File: src/rtl/mem_pkg.sv
`default_nettype none
// ============================================================================
//  Module      : mem_pkg
//  Description : Shared definitions for the data-memory access path:
//                region codes, region field position in the byte address,
//                and the access-controller FSM state type.
//  Revision    : 1.0  initial release
// ============================================================================
package mem_pkg;

    // Region code as seen by the write-enable demux and the read-data mux.
    typedef enum logic [1:0] {
        REGION_RAM      = 2'b00,
        REGION_BANK2    = 2'b01,
        REGION_BANK3    = 2'b10,
        REGION_UNMAPPED = 2'b11
    } regionT;

    // Position of the region field inside a byte address.
    localparam int c_REGION_MSB = 13;
    localparam int c_REGION_LSB = 12;

    // Width of the read-latency down-counter (latency range 1..4).
    localparam int c_LAT_CNT_W = 3;

    typedef enum logic [1:0] {
        ST_IDLE      = 2'b00,
        ST_WRITE     = 2'b01,
        ST_READ_WAIT = 2'b10,
        ST_RESP      = 2'b11
    } stateT;

    function automatic logic isUnmapped(input regionT region);
        return region == REGION_UNMAPPED;
    endfunction

endpackage : mem_pkg
`default_nettype wire

File: src/rtl/region_decode.sv
`default_nettype none
// ============================================================================
//  Module      : region_decode
//  Description : Combinational address-to-region mapping. Shared between the
//                data-access controller and the instruction-fetch side so
//                both agree on the memory map.
//  Ports       : addr   - byte address (ADDR_W bits, must be > 13)
//                region - 2-bit region code (RAM / BANK2 / BANK3 / UNMAPPED)
//  Revision    : 1.0  initial release
// ============================================================================
module region_decode
    import mem_pkg::*;
#(
    parameter int ADDR_W = 32
) (
    input  logic [ADDR_W-1:0] addr,
    output regionT            region
);

    // Only the region field matters; the remaining address bits are
    // deliberately ignored by the map.
    logic w_unusedAddr;

    assign region       = regionT'(addr[c_REGION_MSB:c_REGION_LSB]);
    assign w_unusedAddr = &addr;

endmodule : region_decode
`default_nettype wire

File: src/rtl/mem_region_ctrl.sv
`default_nettype none
// ============================================================================
//  Module      : mem_region_ctrl
//  Description : Registered data-memory access controller. Accepts one
//                load/store at a time over valid/ready, decodes the region,
//                drives registered address/data/strobes to the banks, waits
//                the bank read latency, muxes read data and returns a single
//                cycle response. Unmapped accesses are flagged and counted.
//  Ports       : clk, reset          - clock, synchronous active-high reset
//                req_*               - request handshake and payload
//                resp_*              - one-cycle response (data, error)
//                MemorySelector      - registered region code to demux
//                MemWrite / MemRead  - bank strobes
//                MemAddr / MemWData  - registered address and store data
//                RData_1..RData_3    - read data from RAM, bank 2, bank 3
//                err_count           - saturating unmapped-access counter
//  Revision    : 1.0  initial release
// ============================================================================
module mem_region_ctrl
    import mem_pkg::*;
#(
    parameter int ADDR_W   = 32,
    parameter int DATA_W   = 32,
    parameter int READ_LAT = 1      // legal range 1..4
) (
    input  logic              clk,
    input  logic              reset,

    input  logic              req_valid,
    output logic              req_ready,
    input  logic              req_write,
    input  logic [ADDR_W-1:0] req_addr,
    input  logic [DATA_W-1:0] req_wdata,

    output logic              resp_valid,
    output logic [DATA_W-1:0] resp_rdata,
    output logic              resp_err,

    output logic [1:0]        MemorySelector,
    output logic              MemWrite,
    output logic              MemRead,
    output logic [ADDR_W-1:0] MemAddr,
    output logic [DATA_W-1:0] MemWData,

    input  logic [DATA_W-1:0] RData_1,
    input  logic [DATA_W-1:0] RData_2,
    input  logic [DATA_W-1:0] RData_3,

    output logic [7:0]        err_count
);

    localparam logic [c_LAT_CNT_W-1:0] c_LAT_INIT = c_LAT_CNT_W'(READ_LAT);

    // ------------------------------------------------------------------
    // Registered state and outputs
    // ------------------------------------------------------------------
    stateT                  r_state;
    logic [c_LAT_CNT_W-1:0] r_latCnt;
    regionT                 r_sel;
    logic [ADDR_W-1:0]      r_addr;
    logic [DATA_W-1:0]      r_wdata;
    logic                   r_memWrite;
    logic                   r_memRead;
    logic                   r_respValid;
    logic                   r_respErr;
    logic [DATA_W-1:0]      r_respRdata;
    logic [7:0]             r_errCount;

    // ------------------------------------------------------------------
    // Combinational helpers
    // ------------------------------------------------------------------
    regionT                 w_region;
    logic                   w_accept;
    logic                   w_reqUnmapped;
    logic [c_LAT_CNT_W-1:0] w_latCntNext;
    logic [DATA_W-1:0]      w_bankData;

    region_decode #(
        .ADDR_W (ADDR_W)
    ) u_regionDecode (
        .addr   (req_addr),
        .region (w_region)
    );

    // Ready is a pure decode of the registered state, so it is glitch-free
    // and falls in the cycle right after an acceptance.
    assign req_ready     = (r_state == ST_IDLE);
    assign w_accept      = req_valid && req_ready;
    assign w_reqUnmapped = isUnmapped(w_region);
    assign w_latCntNext  = r_latCnt - 1'b1;

    // Read-data mux keyed on the registered selector, which stays stable
    // for the whole read wait. Unmapped space reads as zero.
    always_comb begin
        w_bankData = '0;
        case (r_sel)
            REGION_RAM:      w_bankData = RData_1;
            REGION_BANK2:    w_bankData = RData_2;
            REGION_BANK3:    w_bankData = RData_3;
            REGION_UNMAPPED: w_bankData = '0;
            default:         w_bankData = '0;
        endcase
    end

    // ------------------------------------------------------------------
    // Controller FSM
    // ------------------------------------------------------------------
    always_ff @(posedge clk) begin
        if (reset) begin
            r_state     <= ST_IDLE;
            r_latCnt    <= '0;
            r_sel       <= REGION_RAM;
            r_addr      <= '0;
            r_wdata     <= '0;
            r_memWrite  <= 1'b0;
            r_memRead   <= 1'b0;
            r_respValid <= 1'b0;
            r_respErr   <= 1'b0;
            r_respRdata <= '0;
            r_errCount  <= '0;
        end else begin
            // Strobes and the response are single-cycle pulses; the data
            // output is zero outside the response cycle of a load.
            r_memWrite  <= 1'b0;
            r_memRead   <= 1'b0;
            r_respValid <= 1'b0;
            r_respErr   <= 1'b0;
            r_respRdata <= '0;

            case (r_state)
                ST_IDLE: begin
                    if (w_accept) begin
                        r_sel   <= w_region;
                        r_addr  <= req_addr;
                        r_wdata <= req_wdata;

                        if (w_reqUnmapped && (r_errCount != 8'hFF)) begin
                            r_errCount <= r_errCount + 8'd1;
                        end

                        if (req_write) begin
                            // Store completes in the next cycle, so its
                            // response is raised together with the strobe.
                            r_memWrite  <= !w_reqUnmapped;
                            r_respValid <= 1'b1;
                            r_respErr   <= w_reqUnmapped;
                            r_state     <= ST_WRITE;
                        end else begin
                            r_memRead <= 1'b1;
                            r_latCnt  <= c_LAT_INIT;
                            r_state   <= ST_READ_WAIT;
                        end
                    end
                end

                ST_WRITE: begin
                    r_state <= ST_IDLE;
                end

                ST_READ_WAIT: begin
                    // The counter holds READ_LAT on the first wait cycle, so
                    // reaching zero marks the end of cycle T+READ_LAT, when
                    // the bank data is valid.
                    r_latCnt <= w_latCntNext;
                    if (w_latCntNext == '0) begin
                        r_respRdata <= w_bankData;
                        r_respValid <= 1'b1;
                        r_respErr   <= isUnmapped(r_sel);
                        r_state     <= ST_RESP;
                    end
                end

                ST_RESP: begin
                    r_state <= ST_IDLE;
                end

                default: begin
                    r_state <= ST_IDLE;
                end
            endcase
        end
    end

    // ------------------------------------------------------------------
    // Output mapping
    // ------------------------------------------------------------------
    assign MemorySelector = r_sel;
    assign MemWrite       = r_memWrite;
    assign MemRead        = r_memRead;
    assign MemAddr        = r_addr;
    assign MemWData       = r_wdata;
    assign resp_valid     = r_respValid;
    assign resp_err       = r_respErr;
    assign resp_rdata     = r_respRdata;
    assign err_count      = r_errCount;

endmodule : mem_region_ctrl
`default_nettype wire

File: config.mk
export PLATFORM = sky130hd
export DESIGN_NAME = mem_region_ctrl
export DESIGN_NICKNAME = d
export VERILOG_FILES = /design/src/rtl/mem_pkg.sv /design/src/rtl/region_decode.sv /design/src/rtl/mem_region_ctrl.sv
export SDC_FILE = /design/constraint.sdc
export NUM_CORES = 1
export LEC_CHECK = 0
export CAP_MARGIN = 20
export CORE_ASPECT_RATIO = 1.2
export CORE_MARGIN = 2
export CORE_UTILIZATION = 40
export DETAILED_ROUTE_END_ITERATION = 6
export PLACE_DENSITY = 0.95
export SYNTH_ARGS = -nofsm -noshare
export SYNTH_HDL_FRONTEND = slang
export SYNTH_SLANG_ARGS = --single-unit
File: constraint.sdc
create_clock -name clk -period 3 [get_ports clk]
set_clock_uncertainty 0.05 [all_clocks]
set_input_delay 0.3 -clock clk [delete_from_list [all_inputs] [get_ports clk]]
set_output_delay 0.3 -clock clk [all_outputs]
set_load 0.03 [all_outputs]
==> results of run 1 <==
==> stage by stage <==
| step | setup WS [ps] | instance area (sq um) | power, mW | util (%) | hold slack, ps |
|---|---|---|---|---|---|
| floorplan | 1151 | 4407 | 2.007 | - | 329.3 |
| finish | 905.4 | 7854 | 4.513 | 72.20 | 303.3 |
| detailed placement | 577.5 | 7224 | 2.418 | 66.41 | 395.3 |
| global route | 777.1 | 7854 | 4.679 | 72.20 | 345.9 |
| global placement | 651.0 | 7224 | 2.399 | 66.41 | 390.4 |
| CTS | 891.9 | 7854 | 4.544 | 72.20 | 299.7 |
==> synthesized netlist by cell type (4+ instances only) <==
library cell	instances
nor2_1	72
nand2_1	133
mux2i_1	33
buf_2	4
nor3_1	7
a21oi_1	103
nor2b_1	6
buf_1	5
dfxtp_1	113
clkbuf_1	31
==> how the worst max path moves through the flow <==
stage                endpoint  slack [ps]  cells after the start
3_5_place_dp     err_count[0]         580                      5
6_report          MemAddr[13]         910                      2
3_3_place_gp     err_count[0]         650                      5
5_1_grt        resp_rdata[11]         780                      7
2_1_floorplan    err_count[6]        1150                      5
4_1_cts           MemAddr[13]         890                      2
==> cells in the final DEF, fill, tap and decap left out, types with 3 or more instances in the layout <==
cell / count
nor2b_1: 5
nand2_1: 133
a21oi_1: 103
clkbuf_8: 3
clkdlybuf4s50_1: 273
clkbuf_16: 17
mux2_2: 3
nor2_1: 72
dfxtp_1: 112
buf_4: 8
mux2i_1: 33
ha_1: 3
bufinv_16: 4
or3_1: 3
nor3_1: 7
nand2b_1: 3
==> kinds of logic after synthesis <==
group                    after synthesis  synth area share [%]
AO/OA/AOI/OAI                        113                 13.43
XOR/XNOR                               1                0.1988
adder cells (fa/ha/maj)                3                0.8519
buffers and inverters                 44                 4.032
flip-flops                           113                 51.33
multiplexers                          36                 8.262
AND/OR/NAND/NOR                      236                 21.89
==> area by class of cell <==
cell class	count	share of cell area [%]
Clock inverter	9	1.975
Clock buffer	22	6.038
Inverter	2	0.09559
Sequential cell	113	28.82
Multi-Input combinational cell	389	25.09
Timing Repair Buffer	283	35.88
Tap cell	132	2.103
==> power groups by stage <==
stage          registers (mW)  clock network [mW]  logic (mW)
5_1_grt                  1.61                2.23       0.839
4_1_cts                  1.61                2.15       0.784
2_1_floorplan            1.75                   0       0.253
3_5_place_dp             1.64                   0       0.779
6_report                 1.61                2.12       0.780
3_3_place_gp             1.63                   0       0.765
==> per-layer routing <==
layer | GRT usage, % | vias to the layer above | part of all wire, %
li1 | - | 2313 | -
met1 | 27.09 | 2111 | 38
met2 | 42.61 | 232 | 48
met3 | 10.09 | 35 | 11
met4 | 10.53 | 0 | 3.2
met5 | 0 | - | 0
==> flip-flops by register name, indices dropped and copies added (netlist names) <==
| name | count |
|---|---|
| err_count | 8 |
| resp_err | 1 |
| resp_valid | 1 |
| MemAddr | 31 |
| MemWrite | 1 |
| MemRead | 1 |
| MemorySelector | 1 |
| resp_rdata | 32 |
| r_state | 2 |
| MemWData | 32 |
| r_latCnt | 3 |
==> tightest hold or removal path: cells and delay by family <==
kind | cells | cell delay (ps)
buffers and inverters | 1 | 100
and+or+nand+nor | 2 | 310
==> impl_metrics.tcl, run 1 <==
set metrics [dict create \
    ioPinCount 275 \
    die_w_um 99.82 \
    wl_mm 15.11 \
    grt.total_usage_pct 24.94 \
    cap_violations 0 \
    antenna_cells 0 \
    reg2reg_from "r_latCnt[0]" \
    h-tree-depth 4 \
    syn_nets 713 \
    holdPathStages 3 \
    syn_inst 546 \
    synthArstFlopShare_pct 0 \
    worstSetupStartpoint "MemAddr[13]" \
    cp-start-kind "flop" \
    ys_seq_area_share_pct 51.33 \
    synthDistinctLibCells 33 \
    cp-end-kind "primary output" \
    setup_tns_ps 0 \
    initial_utilization_pct 40.51 \
    slowest_delay_ps 730 \
    fillers 784 \
    syn_area_per_cell_sq_um 8.071 \
    clockBufferDepth 2 \
    irDropWorstVdd_v 0.0004120 \
    drive_above_1_share_pct 5.868 \
    clkPwrFrac_pct 47.1 \
    final_cells 950 \
    crit_required_ps 2650 \
    grt_pass1_vias 4577 \
    dp_hpwl_mm 11.06 \
    hold_end "resp_rdata[8]" \
    via_count 4691 \
    yosysTopAreaCell "dfxtp_1" \
    status "finished clean" \
    rows 42 \
    fin_crit_ps 2095 \
    r2r_setup_slack_ps 940 \
    path_cells "buf_4, clkdlybuf4s50_1" \
    dieArea_sq_mm 0.01188 \
    clock.fmax_ghz 0.4774 \
    cts-resized-gates 0 \
    syn_area_sq_mm 0.004407 \
    core_sq_mm 0.01088 \
    worstMarginPinSlew_ps 874.7 \
    routedWlPerCell_um 15.90 \
    synth_area_leaders "dfxtp_1 (51%), a21oi_1 (12%), nand2_1 (11%)" \
    switching_share_pct 24.29 \
    syn_to_final_growth_pct 78.22 \
    rsz0062_at_grt "false" \
    grt_max_degree 85 \
    antenna_found_initial 0 \
    p_per_area_mw_per_mm2 574.6 \
    overflow 0 \
    crit_fanout 26 \
    place.gp.congestion 0.7967 \
    root_buffer "clkbuf_16" \
    clk_pin_slew_ps 50 \
    leakagePower_nw 2.954 \
    synth_seq_cells 113 \
    hold_path.class "in2reg" \
    finalNetCount 973 \
    first_pass_iters 4 \
    power.internal_mw 3.417 \
    cts_hold_buf 0 \
    port_buffers 274 \
    yosys.area.top_type_share_pct 51.33 \
    drc 0 \
    slew_viol_final 0 \
    drt_iter0_markers 136 \
    critPathTopFamily "buffers and inverters" \
    clk_latency_ps 400 \
    synth_warnings 0 \
    multi_input_area_sq_mm 0.001971 \
    max-slew-margin-rel_pct 41.69 \
    hp-start "reset" \
    fin_crit_sh_pct 69.82 \
    power_switching_mw 1.096 \
    hold_viol_final 0 \
    path_class "reg2out" \
    r2r_end "resp_rdata[11]" \
    cts_tree "yes" \
    setup_viol 0 \
    ant_nets 0 \
    crit_buf_inv 2 \
    ff_latch_area_sq_mm 0.002263 \
    synth_enable_flop_cells 0 \
    dp_cells 919 \
    via_per_inst 4.938 \
    cp.arrival_ps 1740 \
    power_frac_seq_pct 35.6 \
    combPwrFrac_pct 17.3 \
    die_height_um 119.0 \
    clkSinkCount 113 \
    post_cts_buffers 0 \
    cts_buffers 17 \
    grt_pass1_wl_mm 23.22 \
    synth_flop_cell "dfxtp_1" \
    reg2reg_depth 7 \
    slowest_stage "clkdlybuf4s50_1" \
]
No activity file was read; power rests on OpenSTA's default activity.
==> run 2, diff against run 1 <==
--- a/config.mk
+++ b/config.mk
@@ -8,9 +8,9 @@
 export CAP_MARGIN = 20
 export CORE_ASPECT_RATIO = 1.2
 export CORE_MARGIN = 2
-export CORE_UTILIZATION = 40
+export CORE_UTILIZATION = 37
 export DETAILED_ROUTE_END_ITERATION = 6
-export PLACE_DENSITY = 0.95
+export PLACE_DENSITY = 0.92
 export SYNTH_ARGS = -nofsm -noshare
 export SYNTH_HDL_FRONTEND = slang
 export SYNTH_SLANG_ARGS = --single-unit
==> constraint.sdc (replaced) <==
create_clock -name clk -period 2.2 [get_ports clk]
set_clock_uncertainty 0.05 [all_clocks]
set_input_delay 0.22 -clock clk [delete_from_list [all_inputs] [get_ports clk]]
set_output_delay 0.22 -clock clk [all_outputs]
set_load 0.03 [all_outputs]
==> run 2 against run 1 <==
Compared with the run above: clock power increased by 32%; setup slack got worse by 720 ps; die area increased by 7.8%; first-iteration DRC count increased by 13%; critical path depth increased by 5; via count increased by 1.2%; sequential power increased by 36%; worst hold slack got worse by 34 ps; critical endpoint is now resp_rdata[31]; largest cell class unchanged; largest power group unchanged.
==> impl_metrics.tcl, run 2 (synthesis gave the netlist of run 1 again) <==
set metrics [dict create \
    dp_cells 958 \
    path_class "reg2reg" \
    wl_met3_mm 1.481 \
    clkPwrFrac_pct 46.0 \
    clkSinkCount 113 \
    crit_fanout 20 \
    place.gp.congestion 0.8258 \
    overflow 0 \
    rows 43 \
    first_pass_iters 4 \
    final_cells 990 \
    clockBufferDepth 2 \
    initial_utilization_pct 38.10 \
    dieArea_sq_mm 0.01280 \
    fin_crit_sh_pct 91.65 \
    setup_viol 0 \
    highest_layer "met4" \
    combPwrFrac_pct 18.0 \
    placed_cell_area_sq_mm 0.007398 \
    clk_latency_ps 390 \
    fin_crit_ps 2016 \
    wl_met2_mm 7.598 \
    rsz0062_at_grt "false" \
    worstMarginPinSlew_ps 540.2 \
    fin_area_sq_mm 0.008001 \
    syn_to_final_growth_pct 81.57 \
    reg2reg_depth 7 \
    leakagePower_nw 3.020 \
    met1Wirelength_mm 6.064 \
    post_cts_buffers 0 \
    finalNetCount 987 \
    clock.fmax_ghz 0.4960 \
    p_per_area_mw_per_mm2 760.9 \
    irDropWorstVdd_v 0.0007379 \
    most-common-layout-cells "clkdlybuf4s50_1 (273), nand2_1 (133), dfxtp_1 (112)" \
    status "finished clean" \
    crit_required_ps 2480 \
    core_sq_mm 0.01157 \
    cts-resized-gates 0 \
    via_count 4748 \
    ioPinCount 275 \
    grt.total_usage_pct 24.03 \
    clk_pin_slew_ps 50 \
    switching_share_pct 24.60 \
    h-tree-depth 4 \
    antenna_found_initial 0 \
    die_w_um 103.6 \
    grt_pass1_wl_mm 24.10 \
    wl_mm 15.59 \
    ant_nets 0 \
    cts_buffers 17 \
    routedWlPerCell_um 15.75 \
    cts_hold_buf 0 \
    layout_commonest_cell "clkdlybuf4s50_1" \
    hold_viol_final 0 \
    holdPathStages 3 \
    grt_max_degree 85 \
    antenna_cells 0 \
    fillers 865 \
    cts_tree "yes" \
    power_switching_mw 1.498 \
    via_per_inst 4.796 \
    dp_hpwl_mm 11.53 \
    drt_iter0_markers 154 \
    cp-start-kind "flop" \
    cp-end-kind "flop" \
    hold_path.class "in2reg" \
    drive_above_1_share_pct 7.323 \
    port_buffers 274 \
    grt_pass1_vias 4722 \
    cp.arrival_ps 2290 \
    die_height_um 123.6 \
    drc 0 \
    power.internal_mw 4.591 \
    power_frac_seq_pct 36.0 \
    max-slew-margin-rel_pct 63.99 \
    cap_violations 0 \
    root_buffer "clkbuf_16" \
    slew_viol_final 0 \
]
==> run 2: cell types whose count changed in the layout (fill, tap and decap cells not counted) <==
cell and change:
clkbuf_1 +2, buf_12 +3, clkinvlp_4 +2, clkinv_2 +2, clkbuf_8 -3, clkinv_4 -2
buf_4 +11
==> run 2: metrics by stage <==
step	util [%]	power [mW]	TNS (ps)	setup slack, ps	hold WS (ps)
after floorplan	-	2.736	0	350.9	249.3
after global placement	63.96	3.306	-12.60	-12.60	390.4
after detailed placement	63.96	3.328	-29.31	-29.31	395.7
after CTS	69.17	6.146	0	195.7	282.2
after global routing	69.17	6.350	0	58.68	313.2
final	69.17	6.089	0	183.8	269.2
==> run 2: critical path, cell delays in order, from the launching register on <==
cell and delay [ps]:
dfxtp_1 360, inv_1 60, ha_1 240, xnor2_1 170, nand2_1 100, or3_1 580, buf_12 250, nor2_1 120
==> run 2: power by group through the flow <==
stage	combinational (mW)	sequential, mW	clock (mW)
floorplan	0.345	2.39	0
global placement	1.07	2.23	0
detailed placement	1.09	2.24	0
CTS	1.10	2.19	2.85
global route	1.18	2.20	2.97
finish	1.09	2.19	2.80
==> run 2: worst paths after layout <==
kind	startpoint	end	slack, ps
worst max-delay path	r_latCnt[0]	resp_rdata[31]	180
worst min register to register	MemWData[23]	MemWData[23]	400
worst min-delay path	reset	r_state[1]	270
worst max register to register	r_latCnt[0]	resp_rdata[31]	180
==> run 2: metal layers <==
layer  GRT usage, %  up-vias
met5              0        -
met2          40.85      217
met1          26.29     2161
met3          10.23       25
li1               -     2345
met4          11.15        0
==> run 2: final cells by class <==
class	count	area [sq um]	area share (%)
clock inverter	11	162.7	2.033
tap	157	196.4	2.455
sequential	113	2263	28.29
inverter	2	7.507	0.09382
multi-input combinational	389	1971	24.63
timing repair buffer	297	2960	37.00
clock buffer	21	440.4	5.504
==> run 3, diff against run 2 <==
--- a/config.mk
+++ b/config.mk
@@ -10,6 +10,7 @@
 export CORE_MARGIN = 2
 export CORE_UTILIZATION = 37
 export DETAILED_ROUTE_END_ITERATION = 6
+export GPL_TIMING_DRIVEN = 0
 export PLACE_DENSITY = 0.92
 export SYNTH_ARGS = -nofsm -noshare
 export SYNTH_HDL_FRONTEND = slang
==> run 3 against run 2 <==
Compared with the run above: total power is 3.6% higher; via count is 1.6% higher; critical path type unchanged; sequential power hardly changed; design area is 0.13% higher.
==> impl_metrics.tcl, run 3 (synthesis gave the netlist of run 1 again) <==
set metrics [dict create \
    crit_required_ps 2430 \
    cts_hold_buf 0 \
    crit_fanout 7 \
    drt_iter0_markers 221 \
    antenna_cells 0 \
    ioPinCount 275 \
    irDropWorstVdd_v 0.0004814 \
    ant_nets 0 \
    cts_tree "yes" \
    clockBufferDepth 2 \
    cp-start-kind "flop" \
    via_count 4825 \
    dp_hpwl_mm 12.35 \
    setup_viol 0 \
    port_buffers 274 \
    slew_viol_final 0 \
    grt_pass1_wl_mm 25.26 \
    fin_crit_sh_pct 94.32 \
    core_sq_mm 0.01157 \
    cts_buffers 17 \
    hold_path.class "in2reg" \
    grt.total_usage_pct 25.11 \
    routedWlPerCell_um 15.94 \
    post_cts_buffers 0 \
    via_per_inst 4.782 \
    cap_violations 0 \
    root_buffer "clkbuf_16" \
    post-route-util_pct 69.26 \
    grt_max_degree 17 \
    clk_pin_slew_ps 60 \
    worstMarginPinSlew_ps 559.2 \
    path_class "reg2reg" \
    h-tree-depth 4 \
    rsz0062_at_grt "false" \
    p_per_area_mw_per_mm2 787.5 \
    clock.fmax_ghz 0.4819 \
    most-common-layout-cells "clkdlybuf4s50_1 (274), nand2_1 (133), dfxtp_1 (113)" \
    dieArea_sq_mm 0.01280 \
    holdWs_ps 310.2 \
    die_height_um 123.6 \
    max-slew-margin-rel_pct 62.72 \
    first_pass_iters 4 \
    clk_latency_ps 400 \
    slowest_delay_ps 400 \
    hold_viol_final 0 \
    leakagePower_nw 2.996 \
    drive_above_1_share_pct 5.399 \
    cp.arrival_ps 2310 \
    wl_mm 16.08 \
    die_w_um 103.6 \
    cp-end-kind "flop" \
    path_cells "or3b_1, buf_2, nor2_1, a21boi_0, mux2_2" \
    layout_commonest_cell "clkdlybuf4s50_1" \
    initial_utilization_pct 38.10 \
    finalNetCount 1006 \
    grt_pass1_vias 4900 \
    slowest_stage "or3b_1" \
    overflow 0 \
    rows 43 \
    clkSinkCount 113 \
    antenna_found_initial 0 \
    status "finished clean" \
    place.gp.congestion 0.8187 \
    drc 0 \
    fin_crit_ps 2075 \
    syn_to_final_growth_pct 81.80 \
]
## run 3: cell count changes in the layout (fill, tap and decap cells not counted), moves of 2 or more
| cell | previous run | this run |
|---|---|---|
| clkbuf_1 | 4 | 30 |
| buf_1 | 0 | 3 |
| inv_6 | 0 | 2 |
| clkinv_2 | 4 | 1 |
| buf_4 | 19 | 2 |
| clkbuf_2 | 0 | 4 |
| clkbuf_8 | 0 | 2 |
| buf_2 | 1 | 4 |
| buf_12 | 4 | 0 |
## run 3: per-stage QoR
step	TNS [ps]	setup slack (ps)	instances	power [mW]	cell area [sq um]
after floorplan	0	350.9	546	2.736	4407
after global placement	-3570	-273.1	977	3.291	7346
after detailed placement	-4396	-318.6	977	3.310	7346
after CTS	0	29.19	1009	6.348	8006
after global routing	0	23.22	1009	6.545	8011
final	0	125.1	1009	6.309	8011
## run 3: per-layer routing
layer | vias up | part of all wire, % | global-route usage [%]
met5 | - | 0 | 0
met4 | 0 | 2.4 | 10.05
met3 | 30 | 11 | 11.54
met2 | 233 | 49 | 42.63
met1 | 2178 | 38 | 27.57
li1 | 2384 | - | -
## run 3: final timing paths
| kind | startpoint | end | slack, ps | depth (start not counted) |
|---|---|---|---|---|
| setup / recovery | r_state[1] | err_count[0] | 130 | 5 |
| hold / removal | req_addr[17] | MemAddr[17] | 310 | 3 |
| setup reg to reg | r_state[1] | err_count[0] | 130 | 5 |
| hold reg to reg | MemWData[15] | MemWData[15] | 400 | 2 |
## run 3: critical path: cells and delay by family (launching register included)
kind | cells | cell delay, ps
AND/OR/NAND/NOR | 2 | 610
AO/OA/AOI/OAI | 1 | 380
multiplexers | 1 | 380
flip-flops | 1 | 370
buffers and inverters | 1 | 180
## run 3: cell type report
type	instances	area [sq um]
tap	157	196.4
timing repair buffer	274	2743
buffer	42	175.2
clock buffer	20	456.7
fill	852	3556
multi-input combinational	389	1967
clock inverter	12	203.9
sequential	113	2262
inverter	2	7.507
## run 3: report_power, final
group / internal, mW / leakage [nW] / total, mW / switching [mW]
combinational: 0.546 / 1.76 / 1.09 / 0.543
sequential: 2.14 / 0.922 / 2.19 / 0.0503
clock: 2.08 / 0.313 / 3.03 / 0.954
total: 4.76 / 3.00 / 6.31 / 1.55
## run 3: timing repair
item                                   4_1_cts  5_1_grt
endpoints found under the hold margin        0        0
setup endpoints to repair                    0       13
resized for setup                            0        6
